`src/rtl/mem_arbiter_if.sv`:
```
// mem_arbiter_if
// Bundles the two processor-side request buses and the single-port memory
// bus that the arbiter sits between, plus the arbiter status outputs.
//   req0_* / req1_* : read/write request, address, write data, read data, hit
//   mem_*           : registered address/write data/write enable, read data
//   busy, owner     : arbiter status
// Modports:
//   slave  - the arbiter's view (serves requesters, drives the memory bus)
//   master - the environment's view (requesters plus the memory itself)
interface mem_arbiter_if #(
  parameter int ADDR_W = 16,
  parameter int DATA_W = 16
);
  logic              req0_rd;
  logic              req0_wr;
  logic [ADDR_W-1:0] req0_addr;
  logic [DATA_W-1:0] req0_wdata;
  logic [DATA_W-1:0] req0_rdata;
  logic              req0_hit;

  logic              req1_rd;
  logic              req1_wr;
  logic [ADDR_W-1:0] req1_addr;
  logic [DATA_W-1:0] req1_wdata;
  logic [DATA_W-1:0] req1_rdata;
  logic              req1_hit;

  logic [ADDR_W-1:0] mem_addr;
  logic [DATA_W-1:0] mem_wdata;
  logic              mem_we;
  logic [DATA_W-1:0] mem_rdata;

  logic              busy;
  logic              owner;

  modport slave (
    input  req0_rd, req0_wr, req0_addr, req0_wdata,
    input  req1_rd, req1_wr, req1_addr, req1_wdata,
    input  mem_rdata,
    output req0_rdata, req0_hit, req1_rdata, req1_hit,
    output mem_addr, mem_wdata, mem_we,
    output busy, owner
  );

  modport master (
    output req0_rd, req0_wr, req0_addr, req0_wdata,
    output req1_rd, req1_wr, req1_addr, req1_wdata,
    output mem_rdata,
    input  req0_rdata, req0_hit, req1_rdata, req1_hit,
    input  mem_addr, mem_wdata, mem_we,
    input  busy, owner
  );
endinterface

```
`src/rtl/mem_arbiter.sv`:
```
// mem_arbiter
// Round-robin arbiter sharing one synchronous single-port memory between two
// processor-style requesters. One transaction is in flight at a time; the
// granted port alone sees the read data and the one-cycle hit pulse.
// Ports:
//   clk_100 : system clock, rising edge
//   rst     : synchronous active-high reset
//   bus     : mem_arbiter_if.slave - both request buses, memory bus, busy/owner
// Parameters:
//   ADDR_W, DATA_W : address / data width
//   MEM_LAT        : memory read latency (1..4) from the edge that samples
//                    mem_addr to the edge where mem_rdata is captured
module mem_arbiter #(
  parameter int ADDR_W  = 16,
  parameter int DATA_W  = 16,
  parameter int MEM_LAT = 1
) (
  input  logic         clk_100,
  input  logic         rst,
  mem_arbiter_if.slave bus
);

  typedef enum logic [1:0] {
    IDLE   = 2'd0,
    ACCESS = 2'd1,
    WAIT   = 2'd2,
    RESP   = 2'd3
  } state_t;

  localparam logic [2:0] LAT_C = 3'(MEM_LAT);

  state_t            state_r;
  logic [2:0]        cnt_r;
  logic              op_wr_r;
  logic              owner_r;
  logic              busy_r;
  logic [ADDR_W-1:0] mem_addr_r;
  logic [DATA_W-1:0] mem_wdata_r;
  logic              mem_we_r;
  logic              hit0_r;
  logic              hit1_r;
  logic [DATA_W-1:0] rdata0_r;
  logic [DATA_W-1:0] rdata1_r;

  logic              req0_s;
  logic              req1_s;
  logic              grant_valid_s;
  logic              grant_idx_s;
  logic [ADDR_W-1:0] sel_addr_s;
  logic [DATA_W-1:0] sel_wdata_s;
  logic              sel_wr_s;

  assign bus.mem_addr   = mem_addr_r;
  assign bus.mem_wdata  = mem_wdata_r;
  assign bus.mem_we     = mem_we_r;
  assign bus.req0_hit   = hit0_r;
  assign bus.req1_hit   = hit1_r;
  assign bus.req0_rdata = rdata0_r;
  assign bus.req1_rdata = rdata1_r;
  assign bus.busy       = busy_r;
  assign bus.owner      = owner_r;

  // Round-robin grant decision: on contention the port that did not own the
  // memory last wins, so owner resetting to 1 favours port 0 first.
  always_comb begin
    req0_s        = bus.req0_rd | bus.req0_wr;
    req1_s        = bus.req1_rd | bus.req1_wr;
    grant_valid_s = req0_s | req1_s;
    if (req0_s && req1_s) begin
      grant_idx_s = ~owner_r;
    end else if (req0_s) begin
      grant_idx_s = 1'b0;
    end else if (req1_s) begin
      grant_idx_s = 1'b1;
    end else begin
      grant_idx_s = owner_r;
    end
  end

  // Select the granted port's address, data and operation (wr wins over rd).
  always_comb begin
    sel_addr_s  = bus.req0_addr;
    sel_wdata_s = bus.req0_wdata;
    sel_wr_s    = bus.req0_wr;
    if (grant_idx_s) begin
      sel_addr_s  = bus.req1_addr;
      sel_wdata_s = bus.req1_wdata;
      sel_wr_s    = bus.req1_wr;
    end else begin
      sel_addr_s  = bus.req0_addr;
      sel_wdata_s = bus.req0_wdata;
      sel_wr_s    = bus.req0_wr;
    end
  end

  // Transaction FSM with all outputs registered alongside the state.
  always_ff @(posedge clk_100) begin
    if (rst) begin
      state_r     <= IDLE;
      cnt_r       <= 3'd0;
      op_wr_r     <= 1'b0;
      owner_r     <= 1'b1;
      busy_r      <= 1'b0;
      mem_addr_r  <= '0;
      mem_wdata_r <= '0;
      mem_we_r    <= 1'b0;
      hit0_r      <= 1'b0;
      hit1_r      <= 1'b0;
      rdata0_r    <= '0;
      rdata1_r    <= '0;
    end else begin
      case (state_r)
        IDLE: begin
          hit0_r <= 1'b0;
          hit1_r <= 1'b0;
          if (grant_valid_s) begin
            // The memory bus registers are loaded here, so ACCESS presents
            // the latched request and later requester changes are ignored.
            owner_r     <= grant_idx_s;
            op_wr_r     <= sel_wr_s;
            mem_addr_r  <= sel_addr_s;
            mem_wdata_r <= sel_wdata_s;
            mem_we_r    <= sel_wr_s;
            busy_r      <= 1'b1;
            state_r     <= ACCESS;
          end else begin
            mem_we_r <= 1'b0;
            busy_r   <= 1'b0;
            state_r  <= IDLE;
          end
        end

        ACCESS: begin
          mem_we_r <= 1'b0;
          if (op_wr_r) begin
            // The memory commits the write on this edge; complete at once.
            hit0_r  <= ~owner_r;
            hit1_r  <= owner_r;
            state_r <= RESP;
          end else begin
            cnt_r   <= LAT_C;
            state_r <= WAIT;
          end
        end

        WAIT: begin
          // A count of 0 can only come from a corrupted state; treat it as
          // expired rather than wrapping and stalling for eight cycles.
          if (cnt_r <= 3'd1) begin
            cnt_r <= 3'd0;
            if (owner_r) begin
              rdata1_r <= bus.mem_rdata;
              hit1_r   <= 1'b1;
            end else begin
              rdata0_r <= bus.mem_rdata;
              hit0_r   <= 1'b1;
            end
            state_r <= RESP;
          end else begin
            cnt_r   <= cnt_r - 3'd1;
            state_r <= WAIT;
          end
        end

        RESP: begin
          hit0_r   <= 1'b0;
          hit1_r   <= 1'b0;
          mem_we_r <= 1'b0;
          busy_r   <= 1'b0;
          state_r  <= IDLE;
        end

        default: begin
          hit0_r   <= 1'b0;
          hit1_r   <= 1'b0;
          mem_we_r <= 1'b0;
          busy_r   <= 1'b0;
          cnt_r    <= 3'd0;
          state_r  <= IDLE;
        end
      endcase
    end
  end

endmodule

```
`src/flat_wrapper.sv`:
```
// flat-port wrapper written by rule: the top's interface ports become plain ports
module mem_arbiter_flat 
#(
  parameter int ADDR_W  = 16,
  parameter int DATA_W  = 16,
  parameter int MEM_LAT = 1
)
  (clk_100, rst, bus_req0_rd, bus_req0_wr, bus_req0_addr, bus_req0_wdata, bus_req1_rd, bus_req1_wr, bus_req1_addr, bus_req1_wdata, bus_mem_rdata, bus_req0_rdata, bus_req0_hit, bus_req1_rdata, bus_req1_hit, bus_mem_addr, bus_mem_wdata, bus_mem_we, bus_busy, bus_owner);
  mem_arbiter_if #(.ADDR_W(ADDR_W), .DATA_W(DATA_W)) bus_i ();
  input  logic clk_100;
  input  logic rst;
  input wire logic [$bits(bus_i.req0_rd)-1:0] bus_req0_rd;
  input wire logic [$bits(bus_i.req0_wr)-1:0] bus_req0_wr;
  input wire logic [$bits(bus_i.req0_addr)-1:0] bus_req0_addr;
  input wire logic [$bits(bus_i.req0_wdata)-1:0] bus_req0_wdata;
  input wire logic [$bits(bus_i.req1_rd)-1:0] bus_req1_rd;
  input wire logic [$bits(bus_i.req1_wr)-1:0] bus_req1_wr;
  input wire logic [$bits(bus_i.req1_addr)-1:0] bus_req1_addr;
  input wire logic [$bits(bus_i.req1_wdata)-1:0] bus_req1_wdata;
  input wire logic [$bits(bus_i.mem_rdata)-1:0] bus_mem_rdata;
  output wire logic [$bits(bus_i.req0_rdata)-1:0] bus_req0_rdata;
  output wire logic [$bits(bus_i.req0_hit)-1:0] bus_req0_hit;
  output wire logic [$bits(bus_i.req1_rdata)-1:0] bus_req1_rdata;
  output wire logic [$bits(bus_i.req1_hit)-1:0] bus_req1_hit;
  output wire logic [$bits(bus_i.mem_addr)-1:0] bus_mem_addr;
  output wire logic [$bits(bus_i.mem_wdata)-1:0] bus_mem_wdata;
  output wire logic [$bits(bus_i.mem_we)-1:0] bus_mem_we;
  output wire logic [$bits(bus_i.busy)-1:0] bus_busy;
  output wire logic [$bits(bus_i.owner)-1:0] bus_owner;
  assign bus_i.req0_rd = bus_req0_rd;
  assign bus_i.req0_wr = bus_req0_wr;
  assign bus_i.req0_addr = bus_req0_addr;
  assign bus_i.req0_wdata = bus_req0_wdata;
  assign bus_i.req1_rd = bus_req1_rd;
  assign bus_i.req1_wr = bus_req1_wr;
  assign bus_i.req1_addr = bus_req1_addr;
  assign bus_i.req1_wdata = bus_req1_wdata;
  assign bus_i.mem_rdata = bus_mem_rdata;
  assign bus_req0_rdata = bus_i.req0_rdata;
  assign bus_req0_hit = bus_i.req0_hit;
  assign bus_req1_rdata = bus_i.req1_rdata;
  assign bus_req1_hit = bus_i.req1_hit;
  assign bus_mem_addr = bus_i.mem_addr;
  assign bus_mem_wdata = bus_i.mem_wdata;
  assign bus_mem_we = bus_i.mem_we;
  assign bus_busy = bus_i.busy;
  assign bus_owner = bus_i.owner;
  mem_arbiter #(.ADDR_W(ADDR_W), .DATA_W(DATA_W), .MEM_LAT(MEM_LAT)) u_core (.clk_100(clk_100), .rst(rst), .bus(bus_i));
endmodule
```
`config.mk`:
```
export PLATFORM = sky130hd
export DESIGN_NAME = mem_arbiter_flat
export DESIGN_NICKNAME = d
export VERILOG_FILES = /design/src/rtl/mem_arbiter_if.sv /design/src/rtl/mem_arbiter.sv /design/src/flat_wrapper.sv
export SDC_FILE = /design/constraint.sdc
export NUM_CORES = 1
export LEC_CHECK = 0
export ABC_AREA = 0
export BUFFER_PORTS_ARGS = -buffer_cell sky130_fd_sc_hd__buf_2
export CAP_MARGIN = 20
export CORE_MARGIN = 2
export CORE_UTILIZATION = 42
export DETAILED_ROUTE_END_ITERATION = 8
export GPL_ROUTABILITY_DRIVEN = 1
export PLACE_DENSITY = 0.76
export SYNTH_ARGS = -nofsm -noshare
export SYNTH_HDL_FRONTEND = slang
export SYNTH_SLANG_ARGS = --single-unit
```
`constraint.sdc`:
```
create_clock -name clk_100 -period 1.55 [get_ports clk_100]
set_input_delay 0 -clock clk_100 [delete_from_list [all_inputs] [get_ports clk_100]]
set_output_delay 0 -clock clk_100 [all_outputs]
set_load 0.05 [all_outputs]
```
==> results.cfg <==
[cts]
clkSlewWorstSetupHoldPaths_ns = 0.08
clock-sinks = 75
cts_buffers = 9
clk_latency_ns = 0.35
root_buffer = clkbuf_8
h-tree-depth = 3
ctsLongestPathBuffers = 2
cts_tree = built

[drt]
routed.top_layer = met4
vias = 3958
routed_wl_um = 11900
drc_errors = 0
antenna_left = 0
vias_per_cell = 5.31
m1WireLength_um = 4500
dr.pass1.iters = 6
wl_met2_um = 5910
wl_per_cell_um = 16.0
route.met3.wl_um = 1100
drtIter0Drc = 115

[yosys]
synth_flop_cell = dfxtp_1
synth.distinct_cells = 39
synth_top_area_frac = 0.440
synthesis.area_mm2 = 0.00341
synth-seq-cells = 75
async_flop_share = 0
syn_nets = 492
synth_area_per_cell_um2 = 8.59
synth_edf_count = 0
yosys-top-cells-count = 133 x nand2_1, 75 x dfxtp_1, 37 x a21oi_1
synth_area_leader_cell = dfxtp_1
ys_seq_area_frac = 0.440
post-synth-top-count-cell = nand2_1
netlist_instances = 397
yosysWarnings = 0
synth.area.top_cells = dfxtp_1 44%, nand2_1 15%, a311oi_2 13%, a21oi_1 5.4%, nor2_1 3.9%

[status]
outcome = finished clean

[timing]
finalHoldViolCount = 0
setup_viol = 0
tightest_slew_ns = 0.535
fmax_mhz = 651
finalCritPeriodShare = 0.991
skew_ns = 0.00783
max_slew_margin = 0.644
slew_viol_final = 0
timing.final.crit_period_ns = 1.54
final.setup.tns_ns = 0
hold_ws_ns = 0.0251

[power_and_ir_drop]
powerDensity_mw_per_mm2 = 1930
p_leak_nw = 2.49
vdd_drop_max_mv = 1.23

[die]
start_util = 0.437
die_w_um = 94.1
die_area_mm2 = 0.00885
num_io_pins = 155
fp-row-count = 32
die-height_um = 94.1
core_mm2 = 0.00781

[global_route]
grt_max_degree = 45
grt_usage = 0.253
first_global_vias = 3860
grt-ovfl-total = 0
grt_pass1_wl_um = 17700
antenna_found_initial = 0

[min_path]
hold_path_end = u_core.bus.mem_we$_SDFFE_PP0P_
hold_path.class = in2reg
whs_path_depth = 3
min_from = rst

[critical_path]
end_kind = flip-flop
crit_path_frequent_cell = buf_4
rr_startpoint = u_core.cnt_r[1]$_SDFFE_PP0P_
worst-setup-path-type = reg2reg
r2r_end = u_core.bus.req0_rdata[5]$_SDFFE_PP0P_
cp_slowest_stage_delay_ns = 0.36
startpoint = u_core.cnt_r[1]$_SDFFE_PP0P_
r2r_slack_ns = 0.01
reg2reg_depth = 8
cp_max_fo = 8
crit_chain = inv_2, ha_4, o21ba_2, buf_4, nor3_4, buf_4, nand2_1, a21oi_1
crit_path_start_kind = flip-flop
required_ns = 1.83
crit_arrival_ns = 1.82
crit_slowest_cell = dfxtp_4

[placement]
hpwlAfterDp_um = 6360
placed_area_mm2 = 0.00431
placedCellCount = 639
io_buffers = 154
gp_congestion = 0.855

[flow_run]
max_cap_violations = 0

[layout]
diodes = 0
final_cells = 746
nFillCells = 530
nets = 734
area_delta_synth_final_pct = 64.0
final_cell_area_mm2 = 0.00559
layout-drive-gt1-share = 0.390
-- metal layers --
metal	vias up	global-route usage
met5	-	0
met4	0	0.121
met3	39	0.0746
met2	240	0.436
met1	1846	0.284
li1	1833	-
-- through the flow --
| step | total power [W] | setup WS, ns | utilization |
|---|---|---|---|
| after CTS | 0.00999 | 0.00269 | 0.681 |
| after floorplan | 0.00717 | -0.0355 | - |
| final | 0.0108 | 0.0140 | 0.716 |
| after detailed placement | 0.00832 | -0.0410 | 0.552 |
| after global routing | 0.0113 | -0.00187 | 0.716 |
| after global placement | 0.00818 | 0.0623 | 0.552 |
-- critical path, delay by kind of cell, from the launching register on --
family	cells	cell delay, ns
buffers and inverters	3	0.44
adders and majority gates	1	0.13
AOI/OAI and AO/OA	2	0.30
and+or+nand+nor	2	0.24
DFF	1	0.36
-- report_power, final --
part | internal, W | switching, W | leakage, nW
clock network | 0.000744 | 0.000755 | 0.0885
logic | 0.00223 | 0.00416 | 1.78
registers | 0.00253 | 0.000372 | 0.617
total | 0.00550 | 0.00529 | 2.49
-- sequential cells by signal, summed over array words and instances (netlist names) --
signal and cells:
u_core.bus.mem_addr 16, u_core.bus.mem_wdata 16, u_core.bus.req0_rdata 16, u_core.bus.req1_rdata 16, u_core.cnt_r 3, u_core.state_r 2
u_core.bus.busy 1, u_core.bus.mem_we 1, u_core.bus.owner 1, u_core.bus.req0_hit 1, u_core.bus.req1_hit 1, u_core.op_wr_r 1
-- worst max path at each step --
stage,cells after the start,to,slack [ns]
2_1_floorplan,9,u_core.bus.req0_rdata[10]$_SDFFE_PP0P_,-0.04
3_3_place_gp,4,u_core.bus.mem_addr[11]$_SDFFE_PP0P_,0.06
3_5_place_dp,4,u_core.bus.mem_addr[10]$_SDFFE_PP0P_,-0.04
4_1_cts,7,u_core.bus.req0_rdata[1]$_SDFFE_PP0P_,0.003
5_1_grt,6,u_core.bus.mem_addr[1]$_SDFFE_PP0P_,-0.002
6_report,8,u_core.bus.req0_rdata[5]$_SDFFE_PP0P_,0.01
-- repair_timing --
action | CTS | global route
buffers inserted | 0 | 5
hold buffers | 80 | 0
endpoints found under the setup margin | 9 | 67
gates cloned | 0 | 6
hold endpoints to repair | 64 | 0
resized for setup | 3 | 30
pin swaps | 0 | 6
-- cell type report --
type                       count  area, µm²  share of cell area
sequential                    75       1510               0.271
clock inverter                 6       66.3              0.0119
inverter                       6       25.0             0.00448
clock buffer                  10        128              0.0228
timing repair buffer         260       1930               0.346
tap                          102        128              0.0228
multi-input combinational    287       1800               0.321
-- cell families (layout without fill, tap and decap cells) --
| logic type | Yosys count | after routing | share of synthesized area |
|---|---|---|---|
| mux | 1 | 1 | 0.00294 |
| simple gates | 191 | 191 | 0.236 |
| buf+inv | 35 | 282 | 0.0605 |
| compound gates | 86 | 86 | 0.227 |
| flops | 75 | 75 | 0.440 |
| fa+ha+maj | 9 | 9 | 0.0330 |
-- cells in the final DEF, fill, tap and decap left out, drive strengths merged, types with 6 or more instances in the layout --
master       netlist  routed
a311oi            32      32
nor2              35      35
ha                 9       9
a21oi             37      37
dlygate4sd3        0      80
buf               17     176
clkbuf            12      14
nand2            133     133
dfxtp             75      75
inv                6       6
(Power assumes the default switching activity.)
